**src/rtl/keyboard_pkg.sv**
```systemverilog
// Shared definitions for the PS/2 keyboard source: scancode constants,
// receiver state encoding, decoder flag bundle and default frame timeout.
package keyboard_pkg;

  localparam int unsigned TIMEOUT_CYCLES_DEFAULT = 200000;
  localparam int unsigned BIT_CNT_W              = 3;

  localparam logic [7:0] SC_BREAK    = 8'hF0;
  localparam logic [7:0] SC_EXTENDED = 8'hE0;
  localparam logic [7:0] SC_LSHIFT   = 8'h12;
  localparam logic [7:0] SC_RSHIFT   = 8'h59;

  typedef enum logic [1:0] {
    ST_IDLE   = 2'd0,
    ST_DATA   = 2'd1,
    ST_PARITY = 2'd2,
    ST_STOP   = 2'd3
  } ps2_state_e;

  // Scancode decoder modifier state
  typedef struct packed {
    logic shift;
    logic brk;
    logic ext;
  } kb_flags_t;

  function automatic logic is_shift_code(input logic [7:0] code);
    return (code == SC_LSHIFT) || (code == SC_RSHIFT);
  endfunction

endpackage

```
**src/rtl/scancode_to_ascii.sv**
```systemverilog
// Combinational set-2 scancode to ASCII lookup.
// Ports:
//   code_i    - set-2 make code
//   shift_i   - shift held; selects upper-case letters
//   ascii_o_c - ASCII result, 0x00 for unmapped codes
module scancode_to_ascii (
  input  logic [7:0] code_i,
  input  logic       shift_i,
  output logic [7:0] ascii_o_c
);

  logic [7:0] lower_c;

  // Letter keys, lower-case form
  always_comb begin
    lower_c = 8'h00;
    case (code_i)
      8'h1C: lower_c = 8'h61; 8'h32: lower_c = 8'h62; 8'h21: lower_c = 8'h63;
      8'h23: lower_c = 8'h64; 8'h24: lower_c = 8'h65; 8'h2B: lower_c = 8'h66;
      8'h34: lower_c = 8'h67; 8'h33: lower_c = 8'h68; 8'h43: lower_c = 8'h69;
      8'h3B: lower_c = 8'h6A; 8'h42: lower_c = 8'h6B; 8'h4B: lower_c = 8'h6C;
      8'h3A: lower_c = 8'h6D; 8'h31: lower_c = 8'h6E; 8'h44: lower_c = 8'h6F;
      8'h4D: lower_c = 8'h70; 8'h15: lower_c = 8'h71; 8'h2D: lower_c = 8'h72;
      8'h1B: lower_c = 8'h73; 8'h2C: lower_c = 8'h74; 8'h3C: lower_c = 8'h75;
      8'h2A: lower_c = 8'h76; 8'h1D: lower_c = 8'h77; 8'h22: lower_c = 8'h78;
      8'h35: lower_c = 8'h79; 8'h1A: lower_c = 8'h7A;
      default: lower_c = 8'h00;
    endcase
  end

  // Letters take shift; digits and control keys do not
  always_comb begin
    ascii_o_c = 8'h00;
    if (lower_c != 8'h00) begin
      ascii_o_c = shift_i ? (lower_c - 8'h20) : lower_c;
    end else begin
      case (code_i)
        8'h16: ascii_o_c = 8'h31; 8'h1E: ascii_o_c = 8'h32; 8'h26: ascii_o_c = 8'h33;
        8'h25: ascii_o_c = 8'h34; 8'h2E: ascii_o_c = 8'h35; 8'h36: ascii_o_c = 8'h36;
        8'h3D: ascii_o_c = 8'h37; 8'h3E: ascii_o_c = 8'h38; 8'h46: ascii_o_c = 8'h39;
        8'h45: ascii_o_c = 8'h30;
        8'h29: ascii_o_c = 8'h20;
        8'h5A: ascii_o_c = 8'h0D;
        8'h66: ascii_o_c = 8'h08;
        default: ascii_o_c = 8'h00;
      endcase
    end
  end

endmodule

```
**src/rtl/keyboard_source.sv**
```systemverilog
// PS/2 keyboard receiver and set-2 decoder producing ASCII key presses.
// Ports:
//   clock, resetn  - system clock, async active-low reset
//   ps2_clk/data   - raw asynchronous PS/2 lines
//   key_reg        - ASCII of the most recent accepted key press
//   sample         - toggles once per new key_reg value (resets to 1)
//   frame_err      - one-cycle pulse when a frame is discarded
module keyboard_source
  import keyboard_pkg::*;
#(
  parameter int unsigned TIMEOUT_CYCLES = TIMEOUT_CYCLES_DEFAULT
) (
  input  logic       clock,
  input  logic       resetn,
  input  logic       ps2_clk,
  input  logic       ps2_data,
  output logic [7:0] key_reg,
  output logic       sample,
  output logic       frame_err
);

  localparam int unsigned TO_W = $clog2(TIMEOUT_CYCLES + 1);

  logic                 clk_meta_q, clk_sync_q, clk_prev_q;
  logic                 dat_meta_q, dat_sync_q;
  ps2_state_e           state_q, state_d;
  logic [BIT_CNT_W-1:0] bit_cnt_q, bit_cnt_d;
  logic [7:0]           shreg_q, shreg_d;
  logic                 parity_q, parity_d;
  logic [TO_W-1:0]      to_cnt_q, to_cnt_d;
  kb_flags_t            flags_q, flags_d;
  logic [7:0]           key_reg_q, key_reg_d;
  logic                 sample_q, sample_d;
  logic                 frame_err_q, frame_err_d;

  logic                 fall_c;
  logic                 timeout_c;
  logic                 frame_ok_c;
  logic [7:0]           ascii_c;

  scancode_to_ascii u_lut (
    .code_i    (shreg_q),
    .shift_i   (flags_q.shift),
    .ascii_o_c (ascii_c)
  );

  assign fall_c     = clk_prev_q & ~clk_sync_q;
  assign timeout_c  = (state_q != ST_IDLE) && (to_cnt_q == TO_W'(TIMEOUT_CYCLES - 1));
  // Odd parity across data+parity, stop bit high
  assign frame_ok_c = (^{shreg_q, parity_q}) & dat_sync_q;

  // State register, including line synchronizers
  always_ff @(posedge clock or negedge resetn) begin
    if (!resetn) begin
      clk_meta_q  <= 1'b1;
      clk_sync_q  <= 1'b1;
      clk_prev_q  <= 1'b1;
      dat_meta_q  <= 1'b1;
      dat_sync_q  <= 1'b1;
      state_q     <= ST_IDLE;
      bit_cnt_q   <= '0;
      shreg_q     <= '0;
      parity_q    <= 1'b0;
      to_cnt_q    <= '0;
      flags_q     <= '0;
      key_reg_q   <= 8'h00;
      sample_q    <= 1'b1;
      frame_err_q <= 1'b0;
    end else begin
      clk_meta_q  <= ps2_clk;
      clk_sync_q  <= clk_meta_q;
      clk_prev_q  <= clk_sync_q;
      dat_meta_q  <= ps2_data;
      dat_sync_q  <= dat_meta_q;
      state_q     <= state_d;
      bit_cnt_q   <= bit_cnt_d;
      shreg_q     <= shreg_d;
      parity_q    <= parity_d;
      to_cnt_q    <= to_cnt_d;
      flags_q     <= flags_d;
      key_reg_q   <= key_reg_d;
      sample_q    <= sample_d;
      frame_err_q <= frame_err_d;
    end
  end

  // Frame receiver and scancode decoder next-state
  always_comb begin
    state_d     = state_q;
    bit_cnt_d   = bit_cnt_q;
    shreg_d     = shreg_q;
    parity_d    = parity_q;
    to_cnt_d    = to_cnt_q + TO_W'(1);
    flags_d     = flags_q;
    key_reg_d   = key_reg_q;
    sample_d    = sample_q;
    frame_err_d = 1'b0;

    if ((state_q == ST_IDLE) || fall_c) begin
      to_cnt_d = '0;
    end

    // Timeout takes priority over an edge landing in the same cycle
    if (timeout_c) begin
      state_d     = ST_IDLE;
      bit_cnt_d   = '0;
      to_cnt_d    = '0;
      frame_err_d = 1'b1;
    end else if (fall_c) begin
      case (state_q)
        ST_IDLE: begin
          if (!dat_sync_q) begin
            state_d   = ST_DATA;
            bit_cnt_d = '0;
          end
        end
        ST_DATA: begin
          shreg_d   = {dat_sync_q, shreg_q[7:1]};
          bit_cnt_d = bit_cnt_q + BIT_CNT_W'(1);
          if (bit_cnt_q == BIT_CNT_W'(7)) begin
            state_d = ST_PARITY;
          end
        end
        ST_PARITY: begin
          parity_d = dat_sync_q;
          state_d  = ST_STOP;
        end
        ST_STOP: begin
          state_d = ST_IDLE;
          if (!frame_ok_c) begin
            frame_err_d = 1'b1;
          end else if (shreg_q == SC_BREAK) begin
            flags_d.brk = 1'b1;
          end else if (shreg_q == SC_EXTENDED) begin
            flags_d.ext = 1'b1;
          end else if (flags_q.brk) begin
            if (is_shift_code(shreg_q)) begin
              flags_d.shift = 1'b0;
            end
            flags_d.brk = 1'b0;
            flags_d.ext = 1'b0;
          end else if (flags_q.ext) begin
            flags_d.ext = 1'b0;
          end else if (is_shift_code(shreg_q)) begin
            flags_d.shift = 1'b1;
          end else if (ascii_c != 8'h00) begin
            key_reg_d = ascii_c;
            sample_d  = ~sample_q;
          end
        end
        default: state_d = ST_IDLE;
      endcase
    end
  end

  assign key_reg   = key_reg_q;
  assign sample    = sample_q;
  assign frame_err = frame_err_q;

endmodule

```
**config.mk**
```make
export PLATFORM = sky130hd
export DESIGN_NAME = keyboard_source
export DESIGN_NICKNAME = d
export VERILOG_FILES = /design/src/rtl/keyboard_pkg.sv /design/src/rtl/scancode_to_ascii.sv /design/src/rtl/keyboard_source.sv
export SDC_FILE = /design/constraint.sdc
export NUM_CORES = 1
export LEC_CHECK = 0
export ABC_AREA = 1
export CORE_UTILIZATION = 66
export DETAILED_ROUTE_END_ITERATION = 6
export PLACE_DENSITY = 0.92
export RECOVER_POWER = 25
export SYNTH_ARGS = -nofsm -noshare
export SYNTH_HDL_FRONTEND = slang
export SYNTH_HIERARCHICAL = 1
export SYNTH_SLANG_ARGS = --single-unit
```
**constraint.sdc**
```tcl
create_clock -name clock -period 5.2 [get_ports clock]
set_input_delay 1.04 -clock clock [delete_from_list [all_inputs] [get_ports clock]]
set_output_delay 1.04 -clock clock [all_outputs]
set_load 0.01 [all_outputs]
```
Word-level counts from Yosys, hierarchy flattened
Memories as Yosys holds them, arrays and structs flattened.
Index checks and enable logic that the tools add are counted.

word-level totals
  register bits after elaboration = 50
  memory bits (read-only) = 896
  input bits = 4
  output and inout bits = 10
  memories = 1

operators by class
  $add $sub $neg = 3
  eq/ne operators = 26
  multiplexer cells = 26
  bitwise operators = 10
  reduce and logical (&&, ||, !) cells = 18

memory list
  memory           words  width  rd ports  clocked after Yosys merged registers in  write ports  line                     RTL
  (no name shown)  128    7      1         0                                        0            scancode_to_ascii.sv:17  case (code_i)

operators by type and width
  operator                 number
  $pmux W6 S13             1
  $eq A8 B6 Y1 const B     7
  $eq A8 B7 Y1 const B     5
  $mux W18                 2
  $eq A8 B5 Y1 const B     3
  $mux W8                  3
  $add A18 B1 Y18 const B  1
  $eq A18 B18 Y1 const B   1
  $eq A8 B8 Y1 const B     2
  $reduce_bool A8 Y1       2
  $reduce_and A3 Y1        4
  $mux W1                  11
  $reduce_and A10 Y1       1
  $reduce_and A5 Y1        2
  $mux W3                  3
  $reduce_xor A9 Y1        1
  $mux W2                  4
  $not A1 Y1               8
  $pmux W2 S4              1
  $reduce_and A8 Y1        1
  $sub A8 B6 Y8 const B    1
  $ne A3 B3 Y1 const B     2
  $pmux W3 S2              1
  $eq A2 B2 Y1 const B     2
  other kinds (11)         14

Longest topological paths before layout
An unclocked memory read counts as a cell.

  word-level depth = 7
  gate-level depth with buffers = 19
  mapped depth without buffers = 19

Hierarchy
Netlist, hierarchy kept.

by module, submodules not included
  module             instances  cells an instance  area an instance (µm²)  sequential area each (µm²)
  keyboard_source    1          333                2680.1                  1258.7
  scancode_to_ascii  1          187                964.7                   0.0

Worst setup path after synthesis
OpenSTA, ideal clock, no wires.

  kind = flip-flop to flip-flop
  from = register shreg_q[1]
  to = register key_reg_q[0] (netlist: key_reg[0])
  library setup time = 117 ps
  arrival = 2614 ps
  path slack = 2469 ps
  stages on the path, launching flop included = 20
  path buffers = 0
  clock period less this slack = 2731 ps
  cells stage by stage = dfrtp_1 -> inv_1 -> ha_1 -> nand2_1 -> nand2_1 -> nand3_1 -> a21oi_1 -> nand3_1 -> nand2_1 -> a31oi_1 -> ha_1 -> nand2_2 -> nand2_1 -> nor2_1 -> nand4_1 -> nand3_1 -> nor2_4 -> nand4_4 -> nand2_1 -> nand2_1

on the way
  word-level cells in the longest chain between the ends = 7
  elaborated cells on any way between the ends = 32
  those cells by class = 1 x add/sub; 17 x eq/ne; 4 x mux; 4 x bitwise; 5 x reduce/logical; 1 x memory

ends and longest elaborated chain
  what                                     line                     RTL
  from (decl)                              keyboard_source.sv:28    logic [7:0] shreg_q, shreg_d;
  from (signal assigned)                   keyboard_source.sv:77    shreg_q <= shreg_d;
  $mem_v2 Z128 W7                          --
  $mux W8                                  scancode_to_ascii.sv:17
  $sub A8 B6 Y8                            scancode_to_ascii.sv:35  ascii_o_c = shift_i ? (lower_c - 8'h20) : lower_c;
  $mux W8                                  scancode_to_ascii.sv:35
  $mux W8 (*)                              scancode_to_ascii.sv:34  if (lower_c != 8'h00) begin
  named net ascii_c[5]                     keyboard_source.sv:39    logic [7:0] ascii_c;
  $reduce_bool A8 Y1 (*)                   keyboard_source.sv:146   end else if (ascii_c != 8'h00) begin
  $reduce_and A10 Y1 (no source line) (*)  --
  to (signal assigned)                     keyboard_source.sv:81    key_reg_q <= key_reg_d;
  to (decl)                                keyboard_source.sv:32    logic [7:0] key_reg_q, key_reg_d;

The timed path passes the listed nets; every way through them passes the cells marked *.
A chain may end at the register's enable or synchronous reset.

Final worst setup path
  from = register shreg_q[1]
  to = register key_reg_q[1] (netlist: key_reg[1])

on the way
  word-level cells in the longest chain between the ends = 7
  elaborated cells on any way between the ends = 32
  those cells by class = 1 x add/sub; 17 x eq/ne; 4 x mux; 4 x bitwise; 5 x reduce/logical; 1 x memory

ends and longest elaborated chain
  what                                     line
  $mem_v2 Z128 W7 (*)                      --
  $mux W8 (*)                              scancode_to_ascii.sv:17
  $sub A8 B6 Y8                            scancode_to_ascii.sv:35
  $mux W8                                  scancode_to_ascii.sv:35
  $mux W8 (*)                              scancode_to_ascii.sv:34
  named net ascii_c[7]                     keyboard_source.sv:39
  $reduce_bool A8 Y1 (*)                   keyboard_source.sv:146
  $reduce_and A10 Y1 (no source line) (*)  --

Marks and branches as above.

==> results.txt <==
----------------------------------------------------
[Clocking]
  CTS Buffer Depth ... 2
  Total setup buffers inserted after CTS ... 0
  Root Buffer ... clkbuf_8
  Clock latency on the worst-skew pair ... approximately 0.3 ns
  CTS H-tree depth ... 2
  Clock sink count ... 50
  Clock input transition at the sequential cells of the worst setup and hold paths ... roughly 0.09 ns
  Number of clock buffers inserted by TritonCTS ... 5
  CTS tree ... done
  Hold-fix buffer count after cts ... 0
  Number of gates given a new drive strength after cts ... 0

[Synth]
  Total of warnings raised by yosys ... 6
  Arithmetic-cell share of the synthesized area counting full adders, half adders and majority gates ... around 6%
  Library cell with the highest instance count after synthesis ... nand2_1
  Number of distinct library cell variants in the gate-level netlist after synthesis ... 40
  Area fraction in compound gates after synthesis ... under 10%
  Predominant post-synthesis flop cell ... dfrtp_1
  Net count of the mapped netlist ... about 540
  Cell type with the largest total area after synthesis ... dfrtp_1
  Post-Syn Instances ... between 500 and 600
  Dominant combinational cell family by area after synthesis ... simple AND/OR/NAND/NOR gates
  Simple-gate portion of the synthesized area ... between 40% and 50%
  Portion of the post-synthesis area used by sequential elements ... around a third
  Area share of the leading cell type in the synthesized netlist ... 30.2%
  Mean area per synthesized cell ... ~7.0 um2
  Number of enable flip-flop cells after synthesis ... 0
  Synthesized-area fraction occupied by xor and xnor cells ... 0.961%
  Mux cell area share after synthesis ... 0%
  Most area-consuming cells after synthesis ... dfrtp_1 30%, nand2_1 15%, inv_1 6.3%
  Mapped Area ... ~3600 um2
  Seq cells post-synth ... 50
  Leading post-synthesis cells by instance count ... 146 x nand2_1, 61 x inv_1, 54 x nor2_1
  Share of async-settable or async-resettable flops after synthesis ... 100%

[GRT]
  GR Layer Usage met1 ... between 30% and 40%
  Met3 Usage GRT ... under 10%
  Vias in the first global route ... about 3400
  Antenna violations before repair ... 0
  Most utilized layer in the global route result ... met2
  Largest net degree at the start of global routing ... approximately 50
  Met2 Use GR ... a little under three fifths
  Leftover overflow at the end of global routing ... 0
  Global Route Usage Sum ... a little under a third
  First-pass GRT wire length ... around 15000 um

[Floorplanning]
  I/O pin total ... 14
  Area of the placeable core ... between 5000 and 6000 um2
  Standard-cell rows ... 26
  Effective utilization at floorplan ... 70.0%
  Die Y ... 76.3 um
  Area enclosed by the die boundary ... ~5800 um2
  Floorplan die width ... ~76 um

[STA]
  Fmax ... just over 300 MHz
  Worst slew slack as a fraction of its limit ... -74.3%
  Final clock skew ... approximately 0.012 ns
  Final total negative setup slack ... 0 ns
  Minimum clock period after layout ... about 3.3 ns
  Fin Hold WS ... between 0.3 and 0.4 ns
  Slew at the pin closest to its max-slew limit ... 2.61 ns
  Number of slew-limit violations in the final report ... 51
  Fin crit share ... between 60% and 70%
  Number of endpoints failing setup at the final stage ... 0
  Hold violation count in the final report ... 0
  Setup repair after global routing missed its margin ... no

[Route]
  Post-route antenna net violation count ... 0
  Via/cell ratio ... around 5.8
  Iteration-0 DRC Markers ... approximately 230
  Via count ... 3532
  Number of iterations in the first detailed-routing pass ... 5
  Detailed-route wire length per cell ... approximately 14 um
  Remaining DRCs ... 0
  Post-Route WL ... around 8400 um

[Placement]
  Half-perimeter wire length after placement ... between 6000 and 7000 um
  Gpl congestion ... 0.898
  # port buffers ... 13

[Setup path]
  Signal arrival time at the worst endpoint ... 3.47 ns
  Setup slack, reg-to-reg ... ~1.9 ns
  Worst reg-to-reg path cell count ... 19
  Endpoint of the most critical setup path ... key_reg[1]
  Largest driver fanout on the critical path ... 10
  Kind of start point of the critical path ... flop
  Reg2reg end ... key_reg[1]
  Worst path required time ... approximately 5.4 ns
  Start point of the critical path ... shreg_q[1]
  Element type at the critical path end ... flop
  Kind of critical path ... reg2reg
  Worst R2R Start ... shreg_q[1]

[Layout]
  Ratio of cells with drive above 1 in the final layout ... between 10% and 20%
  Nets ... roughly 560
  ANT cells ... 0
  Number of fill cells ... ~400
  Area Growth Syn to Fin ... 7.31%
  Area occupied by registers ... roughly 1300 um2
  Flip-flop count of the largest register, all copies and words added ... 18
  Footprint of the multi-input gates ... 2070 um2

[Flow run]
  Number of max-capacitance violations reported ... 1

[Pwr]
  Cell area power density ... around 410 nW/um2
  Reported leakage power ... 1.97 nW
  Worst-case vdd ir drop ... 0.281 mV

[Hold path]
  Type of the most critical hold path ... reg2reg
  Startpoint of the lowest-slack hold path ... clk_meta_q

[Outcome]
  Failing checks ... capacitance limit, slew limit
  Result of the run ... finished, violations left

----------------------------------------------------
-- worst min-delay path by stage --
stage | slack, ns | cells past startpoint | end
floorplan | 0.35 | 0 | clk_sync_q
global placement | 0.35 | 0 | clk_sync_q
detailed placement | 0.35 | 0 | clk_sync_q
CTS | 0.36 | 0 | clk_sync_q
global route | 0.37 | 0 | clk_sync_q
finish | 0.36 | 0 | clk_sync_q
-- metrics by stage --
stage	worst slack, ns	util [%]	instances	power (mW)	instance area [um2]
after CTS	1.94	75.2	606	1.61	3920
after floorplan	2.47	-	520	1.20	3640
after global routing	1.49	75.1	606	1.76	3910
final	1.93	75.1	606	1.62	3910
after detailed placement	1.95	73.4	598	1.37	3820
after global placement	2.17	73.4	598	1.35	3820
-- cell families after synthesis --
| group | count (synthesis) |
|---|---|
| adders and majority gates | 17 |
| AOI/OAI and AO/OA | 54 |
| DFF | 50 |
| xor gates and xnor gates | 4 |
| buffers and inverters | 78 |
| and+or+nand+nor | 317 |
-- layout make-up --
| cell class | instances | share of cell area [%] |
|---|---|---|
| timing repair buffer | 14 | 3.29 |
| inverter | 72 | 6.94 |
| clock buffer | 6 | 2.11 |
| multi-input combinational | 392 | 52.9 |
| tap | 70 | 2.24 |
| clock inverter | 2 | 0.320 |
| sequential | 50 | 32.2 |
-- metal layers --
metal,share of wire [%],up-vias
li1,-,1708
met3,5.3,34
met5,0,-
met2,50,164
met4,3.4,0
met1,41,1626
-- power by group --
part	switching (mW)	total [mW]	internal, mW
clock network	0.127	0.234	0.107
logic	0.576	0.842	0.266
registers	0.101	0.545	0.444
total	0.804	1.62	0.817
-- layout by cell type, fill, tap and decap left out, types with 10 or more instances in the layout --
master / netlist / layout
a21oi_1: 17 / 17
o21ai_0: 16 / 16
nand2_1: 146 / 146
nand3_1: 45 / 45
inv_1: 61 / 61
ha_1: 17 / 17
clkdlybuf4s50_1: 0 / 10
dfrtp_1: 44 / 44
nand4_1: 27 / 27
nor2_1: 54 / 54
-- critical path: stages, from the launching register on --
cell,delay [ns]
dfrtp_1,0.49
inv_1,0.18
ha_1,0.29
nand2_4,0.12
nand2_1,0.10
o21ai_0,0.17
nand2_1,0.07
nand3_1,0.10
nand2_1,0.11
a31oi_1,0.25
ha_1,0.20
inv_1,0.04
nor2_1,0.16
nor2_1,0.06
nand4_1,0.08
nand3_1,0.12
nor2_4,0.27
nand4_4,0.20
nand2_1,0.13
nand2_1,0.05
Power figures use the tool's default switching activity.
